## src/rtl/ram_bit_streamer.sv

```systemverilog
// Read-side sequencer for a single-bit synchronous RAM: fetches a run of
// consecutive bits from a base address and packs them MSB-first into words.
module ram_bit_streamer #(
    parameter int ADDR_W = 10,
    parameter int WORD_W = 8,
    parameter int CNT_W  = 8
) (
    input  logic              clk,
    input  logic              rst_n,
    input  logic              start,
    input  logic [ADDR_W-1:0] base_addr,
    input  logic [CNT_W-1:0]  num_words,
    output logic              busy,
    output logic              done,
    output logic [ADDR_W-1:0] ram_addr,
    output logic              ram_we,
    output logic              ram_data,
    input  logic              ram_q,
    output logic [WORD_W-1:0] out_data,
    output logic              out_valid,
    input  logic              out_ready
);

    localparam int BC_W = (WORD_W > 1) ? $clog2(WORD_W) : 1;
    localparam logic [BC_W-1:0] BIT_LAST = BC_W'(WORD_W - 1);

    typedef enum logic [2:0] {
        IDLE  = 3'd0,
        READ  = 3'd1,
        DRAIN = 3'd2,
        OUT   = 3'd3,
        DONE  = 3'd4
    } state_t;

    state_t            state_r;
    state_t            next_state_s;
    logic [ADDR_W-1:0] addr_r;
    logic [CNT_W-1:0]  word_cnt_r;
    logic [BC_W-1:0]   bit_cnt_r;
    logic              fetch_vld_r;
    logic [WORD_W-1:0] shift_r;
    logic              busy_r;
    logic              done_r;
    logic              out_valid_r;

    // State register.
    always_ff @(posedge clk or negedge rst_n) begin
        if (!rst_n) begin
            state_r <= IDLE;
        end else begin
            state_r <= next_state_s;
        end
    end

    // Next-state decode.
    always_comb begin
        next_state_s = state_r;
        case (state_r)
            IDLE: begin
                if (start) begin
                    if (num_words != {CNT_W{1'b0}}) begin
                        next_state_s = READ;
                    end else begin
                        next_state_s = DONE;
                    end
                end else begin
                    next_state_s = IDLE;
                end
            end
            READ: begin
                if (bit_cnt_r == BIT_LAST) begin
                    next_state_s = DRAIN;
                end else begin
                    next_state_s = READ;
                end
            end
            DRAIN: begin
                next_state_s = OUT;
            end
            OUT: begin
                if (out_ready) begin
                    if (word_cnt_r == CNT_W'(1)) begin
                        next_state_s = DONE;
                    end else begin
                        next_state_s = READ;
                    end
                end else begin
                    next_state_s = OUT;
                end
            end
            DONE: begin
                next_state_s = IDLE;
            end
            default: begin
                next_state_s = IDLE;
            end
        endcase
    end

    // Address, counters and job capture; only READ moves the address.
    always_ff @(posedge clk or negedge rst_n) begin
        if (!rst_n) begin
            addr_r     <= {ADDR_W{1'b0}};
            word_cnt_r <= {CNT_W{1'b0}};
            bit_cnt_r  <= {BC_W{1'b0}};
        end else begin
            case (state_r)
                IDLE: begin
                    if (start && (num_words != {CNT_W{1'b0}})) begin
                        addr_r     <= base_addr;
                        word_cnt_r <= num_words;
                        bit_cnt_r  <= {BC_W{1'b0}};
                    end else begin
                        addr_r <= addr_r;
                    end
                end
                READ: begin
                    addr_r <= addr_r + ADDR_W'(1);
                    if (bit_cnt_r == BIT_LAST) begin
                        bit_cnt_r <= {BC_W{1'b0}};
                    end else begin
                        bit_cnt_r <= bit_cnt_r + BC_W'(1);
                    end
                end
                OUT: begin
                    if (out_ready) begin
                        word_cnt_r <= word_cnt_r - CNT_W'(1);
                    end else begin
                        word_cnt_r <= word_cnt_r;
                    end
                end
                default: begin
                    addr_r <= addr_r;
                end
            endcase
        end
    end

    // The RAM registers the address one edge after it is presented, so the
    // data bit is sampled one further edge later behind the fetch-valid flag.
    always_ff @(posedge clk or negedge rst_n) begin
        if (!rst_n) begin
            fetch_vld_r <= 1'b0;
            shift_r     <= {WORD_W{1'b0}};
        end else begin
            fetch_vld_r <= (state_r == READ);
            if (fetch_vld_r) begin
                shift_r <= {shift_r[WORD_W-2:0], ram_q};
            end else begin
                shift_r <= shift_r;
            end
        end
    end

    // Registered status outputs derived from the upcoming state.
    always_ff @(posedge clk or negedge rst_n) begin
        if (!rst_n) begin
            busy_r      <= 1'b0;
            done_r      <= 1'b0;
            out_valid_r <= 1'b0;
        end else begin
            busy_r      <= (next_state_s != IDLE);
            done_r      <= (next_state_s == DONE);
            out_valid_r <= (next_state_s == OUT);
        end
    end

    assign busy      = busy_r;
    assign done      = done_r;
    assign out_valid = out_valid_r;
    assign out_data  = shift_r;
    assign ram_addr  = addr_r;
    assign ram_we    = 1'b0;
    assign ram_data  = 1'b0;

endmodule

```

## config.mk

```make
export PLATFORM = sky130hd
export DESIGN_NAME = ram_bit_streamer
export DESIGN_NICKNAME = d
export VERILOG_FILES = /design/src/rtl/ram_bit_streamer.sv
export SDC_FILE = /design/constraint.sdc
export NUM_CORES = 1
export LEC_CHECK = 0
export CAP_MARGIN = 20
export CORE_MARGIN = 10
export CORE_UTILIZATION = 38
export CTS_BUF_LIST = sky130_fd_sc_hd__clkbuf_4
export CTS_CLUSTER_SIZE = 14
export DETAILED_ROUTE_END_ITERATION = 12
export GPL_ROUTABILITY_DRIVEN = 1
export PLACE_DENSITY_LB_ADDON = 0.08
export SLEW_MARGIN = 20
export SYNTH_ARGS = -nofsm -noshare
export SYNTH_HDL_FRONTEND = slang
export SYNTH_SLANG_ARGS = --single-unit
```

## constraint.sdc

```tcl
create_clock -name clk -period 4.65 [get_ports clk]
set_input_delay 0.93 -clock clk [delete_from_list [all_inputs] [get_ports clk]]
set_output_delay 0.93 -clock clk [all_outputs]
set_load 0.01 [all_outputs]
```

==> reports/qor.txt, run 1 <==
Initial DRC Count: 61
Area after DPL: 2270 sq um
CTS tree: yes
Flop-to-flop setup slack: 2520 ps
Category of the worst setup path capture point: register
Number of antenna violations at the first check in global routing: 0
Most used cells in the layout excluding fill and tap cells: sky130_fd_sc_hd__clkdlybuf4s50_1 (43), sky130_fd_sc_hd__dfrtp_1 (36), sky130_fd_sc_hd__nand2_1 (13), sky130_fd_sc_hd__nand3_1 (13), sky130_fd_sc_hd__nor2_1 (12)
Minimum period implied by the final worst setup slack: 2800 ps
Switching Share: 0.395
Relative contribution of the clock network to total power: 0.116
Post-route fraction of the period consumed by the critical path: 0.603
Effective utilization at floorplan: 0.390
Endpoints failing setup: 0
Layout Nets: 244
Count of flip-flops with a built-in enable after synthesis: 0
Total met3 wirelength after detailed routing: 290 um
H-tree level count: 2
Most instantiated flip-flop cell in the synthesis netlist: sky130_fd_sc_hd__dfrtp_1
Delay contributed by the slowest stage of the critical path: 640 ps
Layout Cells excl Fill: 271
Headroom to the max-slew limit: 0.534
Wl on met1: 1970 um
LEAKAGE: 0.000979 uW
Total number of yosys warnings: 0
Layout filler cell count: 438
Number of storage elements in the synthesis netlist: 36
Post-CTS Setup Repair Bufs: 0
Number of diodes: 0
Seq/Total Area, Yosys: 0.493
Syn Std Cell Area: 1830 sq um
Wire length of the first global-routing pass: 7850 um
Post-synthesis async set-or-reset flop share: 1.00
Met2 wire length: 2340 um
Critical Path AT: 3050 ps
Maximum resistive drop on vdd: 0.203 mV
Data required time of the critical path: 4890 ps
Critical-path maximum fanout: 27
Fraction of power consumed by combinational cells: 0.476
Number of placed instances with taps included: 263
Sequential power share: 0.408
Avg WL per Cell: 17.2 um
Pwr/cell area: 638 nW/um^2
Final Max Tran Viols: 0
Maximum clock frequency: 357 MHz
Cells after synthesis: 174
Number of max-cap violations: 0
Sw Pwr: 590 uW
Area of the core: 4690 sq um
Internal Power: 902 uW
Number of gates given a new drive strength after cts: 0
Register cell area after layout: 901 sq um
Worst hold-check path type: reg2reg
Clock Path Buffers: 2
Number of vias in the routed layout: 1538
Latest clock arrival within the worst-skew pair: 340 ps
TNS Setup: 0 ps
Num Clock Sinks: 36
Die height: 89.4 um
Non-Filler Cell Area, Final: 2340 sq um
Result of the run: finished, final reports clean
Number of hold-repair buffers added at the cts stage: 0
Drt first pass iters: 4
Residual antenna-violating net count after detailed routing: 0
Most common library cell in the layout ignoring fill and taps: sky130_fd_sc_hd__clkdlybuf4s50_1
Worst setup SP type: input port
Hold_ws: 518 ps
Total area of multi-input combinational cells: 843 sq um
Fraction of layout cells with a size suffix above 1: 0.115
Relative area change from synthesis to final layout: 27.9%
Vias per Instance: 5.68
Largest net degree at the start of global routing: 37
Width of the die: 89.4 um
Final routed DRC violation total: 0
Number of hold violations in the final report: 0
Buffers on Ports: 43
CTS Root Buffer Type: sky130_fd_sc_hd__clkbuf_4
Number of standard-cell rows in the floorplan: 25
RSZ-0062 raised after global routing: false
Via count of the first global-routing pass: 1582
CP Buf/Inv Count: 1
Area of the die: 7990 sq um
Least-Margin Pin Slew: 696 ps
Total power: 1490 uW
All-layer global routing usage: 0.127
Ordered cell list for the critical path: clkdlybuf4s50_1, or4_1, o21ai_4, a21oi_1, o221a_2
Post-Route Skew: 3.99 ps
Number of distinct standard cells referenced by the synthesized netlist: 52
Critical path type: in2reg
Clock-pin slew on the worst setup and hold paths: 100 ps
Post-synthesis area per instance: 10.5 sq um
Inserted Clock Buffers: 5
Io pins: 46
Total wire length: 4650 um
Post-detailed-placement half-perimeter wirelength: 3470 um
Slowest cell on the critical path: sky130_fd_sc_hd__or4_1
Category of cells accounting for the largest share of critical-path delay: compound AO/OA/AOI/OAI gates
Grt ovf: 0
Final Wtd Congestion: 0.848
Top layer reached by signal wires: met4
-- cell type report --
cell class / instances / share of cell area
clock buffer: 7 / 0.0225
clock inverter: 1 / 0.00161
inverter: 5 / 0.0102
multi-input combinational: 123 / 0.361
sequential: 36 / 0.385
tap: 54 / 0.0289
timing repair buffer: 45 / 0.191
-- path summary, 6_finish.rpt --
kind | to | depth (start not counted) | from
setup / recovery | word_cnt_r[7]$_DFFE_PN0P_ | 5 | num_words[0]
hold / removal | bit_cnt_r[0]$_DFFE_PN0P_ | 1 | bit_cnt_r[0]$_DFFE_PN0P_
setup reg to reg | word_cnt_r[1]$_DFFE_PN0P_ | 4 | state_r[1]$_DFF_PN0_
hold reg to reg | bit_cnt_r[0]$_DFFE_PN0P_ | 1 | bit_cnt_r[0]$_DFFE_PN0P_
max in group asynchronous | ram_addr[5]$_DFFE_PN0P_ | 2 | rst_n
min in group asynchronous | out_data[3]$_DFFE_PN0P_ | 2 | rst_n
-- metrics by stage --
| step | util | worst slack [ps] |
|---|---|---|
| after CTS | 0.497 | 1610 |
| after detailed placement | 0.485 | 1220 |
| after global placement | 0.485 | 1320 |
| final | 0.498 | 1850 |
| after floorplan | - | 2300 |
| after global routing | 0.498 | 1790 |
-- power groups by stage --
| stage | clock (uW) | sequential [uW] | combinational, uW |
|---|---|---|---|
| 5_1_grt | 197 | 637 | 792 |
| 3_5_place_dp | 0 | 617 | 715 |
| 2_1_floorplan | 0 | 605 | 435 |
| 3_3_place_gp | 0 | 603 | 699 |
| 4_1_cts | 179 | 610 | 719 |
| 6_report | 173 | 609 | 709 |
-- synthesized netlist by cell type, drive strengths merged (2+ instances only) --
cell,count,area (sq um)
a311oi,2,17.5
o221a,2,22.5
a221oi,3,32.5
nand2,13,48.8
o211ai,2,15.0
a211oi,4,30.0
and3b,2,17.5
or4,3,22.5
o21ai,5,28.8
buf,9,63.8
a21oi,11,58.8
nor3,4,20.0
nand4,5,31.3
clkbuf,2,7.51
mux2,8,90.1
dfrtp,36,901
nor2,12,45.0
inv,4,15.0
and3,5,31.3
ha,5,62.6
nor4b,2,23.8
nand3,13,65.1
-- flip-flops by register name, summed over array words and instances, names as in the netlist --
register	cells
bit_cnt_r	3
busy	1
done	1
fetch_vld_r	1
out_data	8
out_valid	1
ram_addr	10
state_r	3
word_cnt_r	8
-- logic make-up after synthesis --
logic type | Yosys count | synth area share
buffers and inverters | 16 | 0.0520
and+or+nand+nor | 67 | 0.202
other | 1 | 0.00205
DFF | 36 | 0.493
AOI/OAI and AO/OA | 41 | 0.168
muxes | 8 | 0.0493
adders and majority gates | 5 | 0.0342
-- layer usage --
layer | vias up | GRT usage
met1 | 753 | 0.151
met5 | - | 0
met3 | 7 | 0.0510
met2 | 37 | 0.206
li1 | 741 | -
met4 | 0 | 0.0405
(Power assumes the default switching activity.)
==> run 2, diff against run 1 <==
==> constraint.sdc (replaced) <==
create_clock -name clk -period 2.6 [get_ports clk]
set_input_delay 0.52 -clock clk [delete_from_list [all_inputs] [get_ports clk]]
set_output_delay 0.52 -clock clk [all_outputs]
set_load 0.01 [all_outputs]
==> run 2 against run 1 <==
Power up 87%. Clock skew up 1.8 ps. Worst setup slack worse by 1300 ps. Largest power group unchanged.
==> reports/qor.txt, run 2 (same netlist as run 1, synthesis figures left out) <==
Critical Path AT: 2320 ps (-730 ps)
Via count of the first global-routing pass: 1599 (+1.1%)
Latest clock arrival within the worst-skew pair: 340 ps (about the same)
Headroom to the max-slew limit: 0.622 (+0.0879)
Number of diodes: 0 (unchanged)
Result of the run: finished, final reports clean
Fraction of power consumed by combinational cells: 0.465 (-0.011)
Layout filler cell count: 443 (+1.1%)
Residual antenna-violating net count after detailed routing: 0 (unchanged)
Buffers on Ports: 43 (unchanged)
All-layer global routing usage: 0.125 (-0.00250)
Most common library cell in the layout ignoring fill and taps: sky130_fd_sc_hd__clkdlybuf4s50_1
Clock Path Buffers: 2 (unchanged)
Area of the die: 7990 sq um (unchanged)
Width of the die: 89.4 um (unchanged)
Critical path type: in2reg
Number of hold-repair buffers added at the cts stage: 0 (unchanged)
Relative area change from synthesis to final layout: 30.7%
TNS Setup: 0 ps (unchanged)
Number of vias in the routed layout: 1554 (+1.0%)
Post-Route Skew: 5.79 ps (+1.80 ps)
Hold Crit Endpoint: bit_cnt_r[0]$_DFFE_PN0P_
CTS tree: yes
Number of hold violations in the final report: 0 (unchanged)
Layout Cells excl Fill: 274 (+1.1%)
Die height: 89.4 um (unchanged)
LEAKAGE: 0.00101 uW (+3.1%)
Hold wc startpoint: bit_cnt_r[0]$_DFFE_PN0P_
Post-detailed-placement half-perimeter wirelength: 3460 um (-0.23%)
Total power: 2790 uW (+87%)
Number of gates given a new drive strength after cts: 0 (unchanged)
Final Max Tran Viols: 0 (unchanged)
Num Clock Sinks: 36 (unchanged)
Register cell area after layout: 901 sq um (unchanged)
Worst hold-check path type: reg2reg
Maximum clock frequency: 480 MHz
Total area of multi-input combinational cells: 836 sq um (-0.89%)
Path depth of the worst reg2reg path: 6 (+2)
Most used cells in the layout excluding fill and tap cells: sky130_fd_sc_hd__clkdlybuf4s50_1 (43), sky130_fd_sc_hd__dfrtp_1 (36), sky130_fd_sc_hd__nand2_1 (13), sky130_fd_sc_hd__nand3_1 (13), sky130_fd_sc_hd__nor2_1 (12)
Switching Share: 0.380 (-0.0155)
Largest register FFs: 10 (unchanged)
Layout Nets: 247 (+1.2%)
Relative contribution of the clock network to total power: 0.144 (+0.028)
Worst flop-to-flop path startpoint: state_r[0]$_DFF_PN0_
Largest net degree at the start of global routing: 37 (unchanged)
Sequential power share: 0.391 (-0.017)
End of the worst register-to-register path: ram_addr[5]$_DFFE_PN0P_
Initial DRC Count: 48 (-21%)
RSZ-0062 raised after global routing: false
Minimum period implied by the final worst setup slack: 2080 ps
Maximum resistive drop on vdd: 0.431 mV (+110%)
Least-Margin Pin Slew: 562 ps (-134 ps)
Endpoints failing setup: 0 (unchanged)
Number of standard-cell rows in the floorplan: 25 (unchanged)
Slowest cell on the critical path: sky130_fd_sc_hd__or4_1
Number of antenna violations at the first check in global routing: 0 (unchanged)
Delay contributed by the slowest stage of the critical path: 610 ps (-30 ps)
Number of placed instances with taps included: 266 (+1.1%)
H-tree level count: 2 (unchanged)
Data required time of the critical path: 2830 ps (-2060 ps)
Ordered cell list for the critical path: clkdlybuf4s50_1, or4_1, o21a_1, a311o_1, o311a_1
Sw Pwr: 1060 uW (+79%)
Pwr/cell area: 1170 nW/um^2 (+83%)
Vias per Instance: 5.67 (about the same)
Fraction of layout cells with a size suffix above 1: 0.132 (+0.0166)
Post-CTS Setup Repair Bufs: 0 (unchanged)
Final routed DRC violation total: 0 (unchanged)
Avg WL per Cell: 16.7 um (-2.8%)
Inserted Clock Buffers: 5 (unchanged)
Grt ovf: 0 (unchanged)
Internal Power: 1730 uW (+92%)
Area of the core: 4690 sq um (unchanged)
Effective utilization at floorplan: 0.390 (unchanged)
Post-route fraction of the period consumed by the critical path: 0.801
Drt first pass iters: 4 (unchanged)
Flop-to-flop setup slack: 550 ps (-1970 ps)
Category of the worst setup path capture point: register
Min-Delay Path Depth: 1 (unchanged)
Io pins: 46 (unchanged)
Wire length of the first global-routing pass: 7780 um (-0.88%)
Clock-pin slew on the worst setup and hold paths: 110 ps (about the same)
Final Wtd Congestion: 0.871 (+2.7%)
CTS Root Buffer Type: sky130_fd_sc_hd__clkbuf_4
Critical-path maximum fanout: 9 (-67%)
Total wire length: 4570 um (-1.7%)
Worst setup SP type: input port
Number of max-cap violations: 0 (unchanged)
==> run 2: worst max-delay path, delay by kind of cell <==
kind                   cells  cell delay [ps]
AOI/OAI and AO/OA          3              780
buffers and inverters      1              410
and+or+nand+nor            1              610
==> run 2: worst max-delay path by stage <==
| stage | slack (ps) | start | endpoint | depth (start not counted) |
|---|---|---|---|---|
| 2_1_floorplan | 660 | num_words[4] | ram_addr[9]$_DFFE_PN0P_ | 5 |
| 3_3_place_gp | 170 | num_words[4] | word_cnt_r[2]$_DFFE_PN0P_ | 6 |
| 3_5_place_dp | 150 | num_words[0] | ram_addr[9]$_DFFE_PN0P_ | 5 |
| 4_1_cts | 530 | state_r[1]$_DFF_PN0_ | ram_addr[5]$_DFFE_PN0P_ | 5 |
| 5_1_grt | 340 | state_r[0]$_DFF_PN0_ | ram_addr[5]$_DFFE_PN0P_ | 6 |
| 6_report | 520 | num_words[0] | ram_addr[9]$_DFFE_PN0P_ | 5 |
==> run 2: layout make-up <==
type / instances / share of cell area
clock buffer: 6 / 0.0189
tap: 54 / 0.0283
multi-input combinational: 123 / 0.350
sequential: 36 / 0.377
timing repair buffer: 48 / 0.201
clock inverter: 2 / 0.0147
inverter: 5 / 0.00995
==> run 2: power groups by stage <==
| stage | Combinational (uW) | Clock (uW) | Sequential, uW |
|---|---|---|---|
| final | 1300 | 402 | 1090 |
| after global placement | 1280 | 0 | 1080 |
| after global routing | 1450 | 438 | 1130 |
| after detailed placement | 1320 | 0 | 1100 |
| after floorplan | 779 | 0 | 1080 |
| after CTS | 1320 | 417 | 1090 |
==> run 2: stage by stage <==
step / utilization / area (sq um) / hold slack, ps / worst slack, ps
6_report: 0.509 / 2390 / 500 / 519
3_5_place_dp: 0.492 / 2310 / 491 / 151
2_1_floorplan: - / 1830 / 224 / 656
4_1_cts: 0.509 / 2390 / 512 / 526
5_1_grt: 0.509 / 2390 / 532 / 345
3_3_place_gp: 0.492 / 2310 / 480 / 172
==> run 2: per-layer routing <==
layer	wire, um	share of wire	global-route usage	vias to the layer above
met5	0	0	0	-
met4	47	0.010	0.0434	0
met3	297	0.065	0.0374	4
met2	2260	0.50	0.209	39
met1	1960	0.43	0.148	763
li1	-	-	-	748
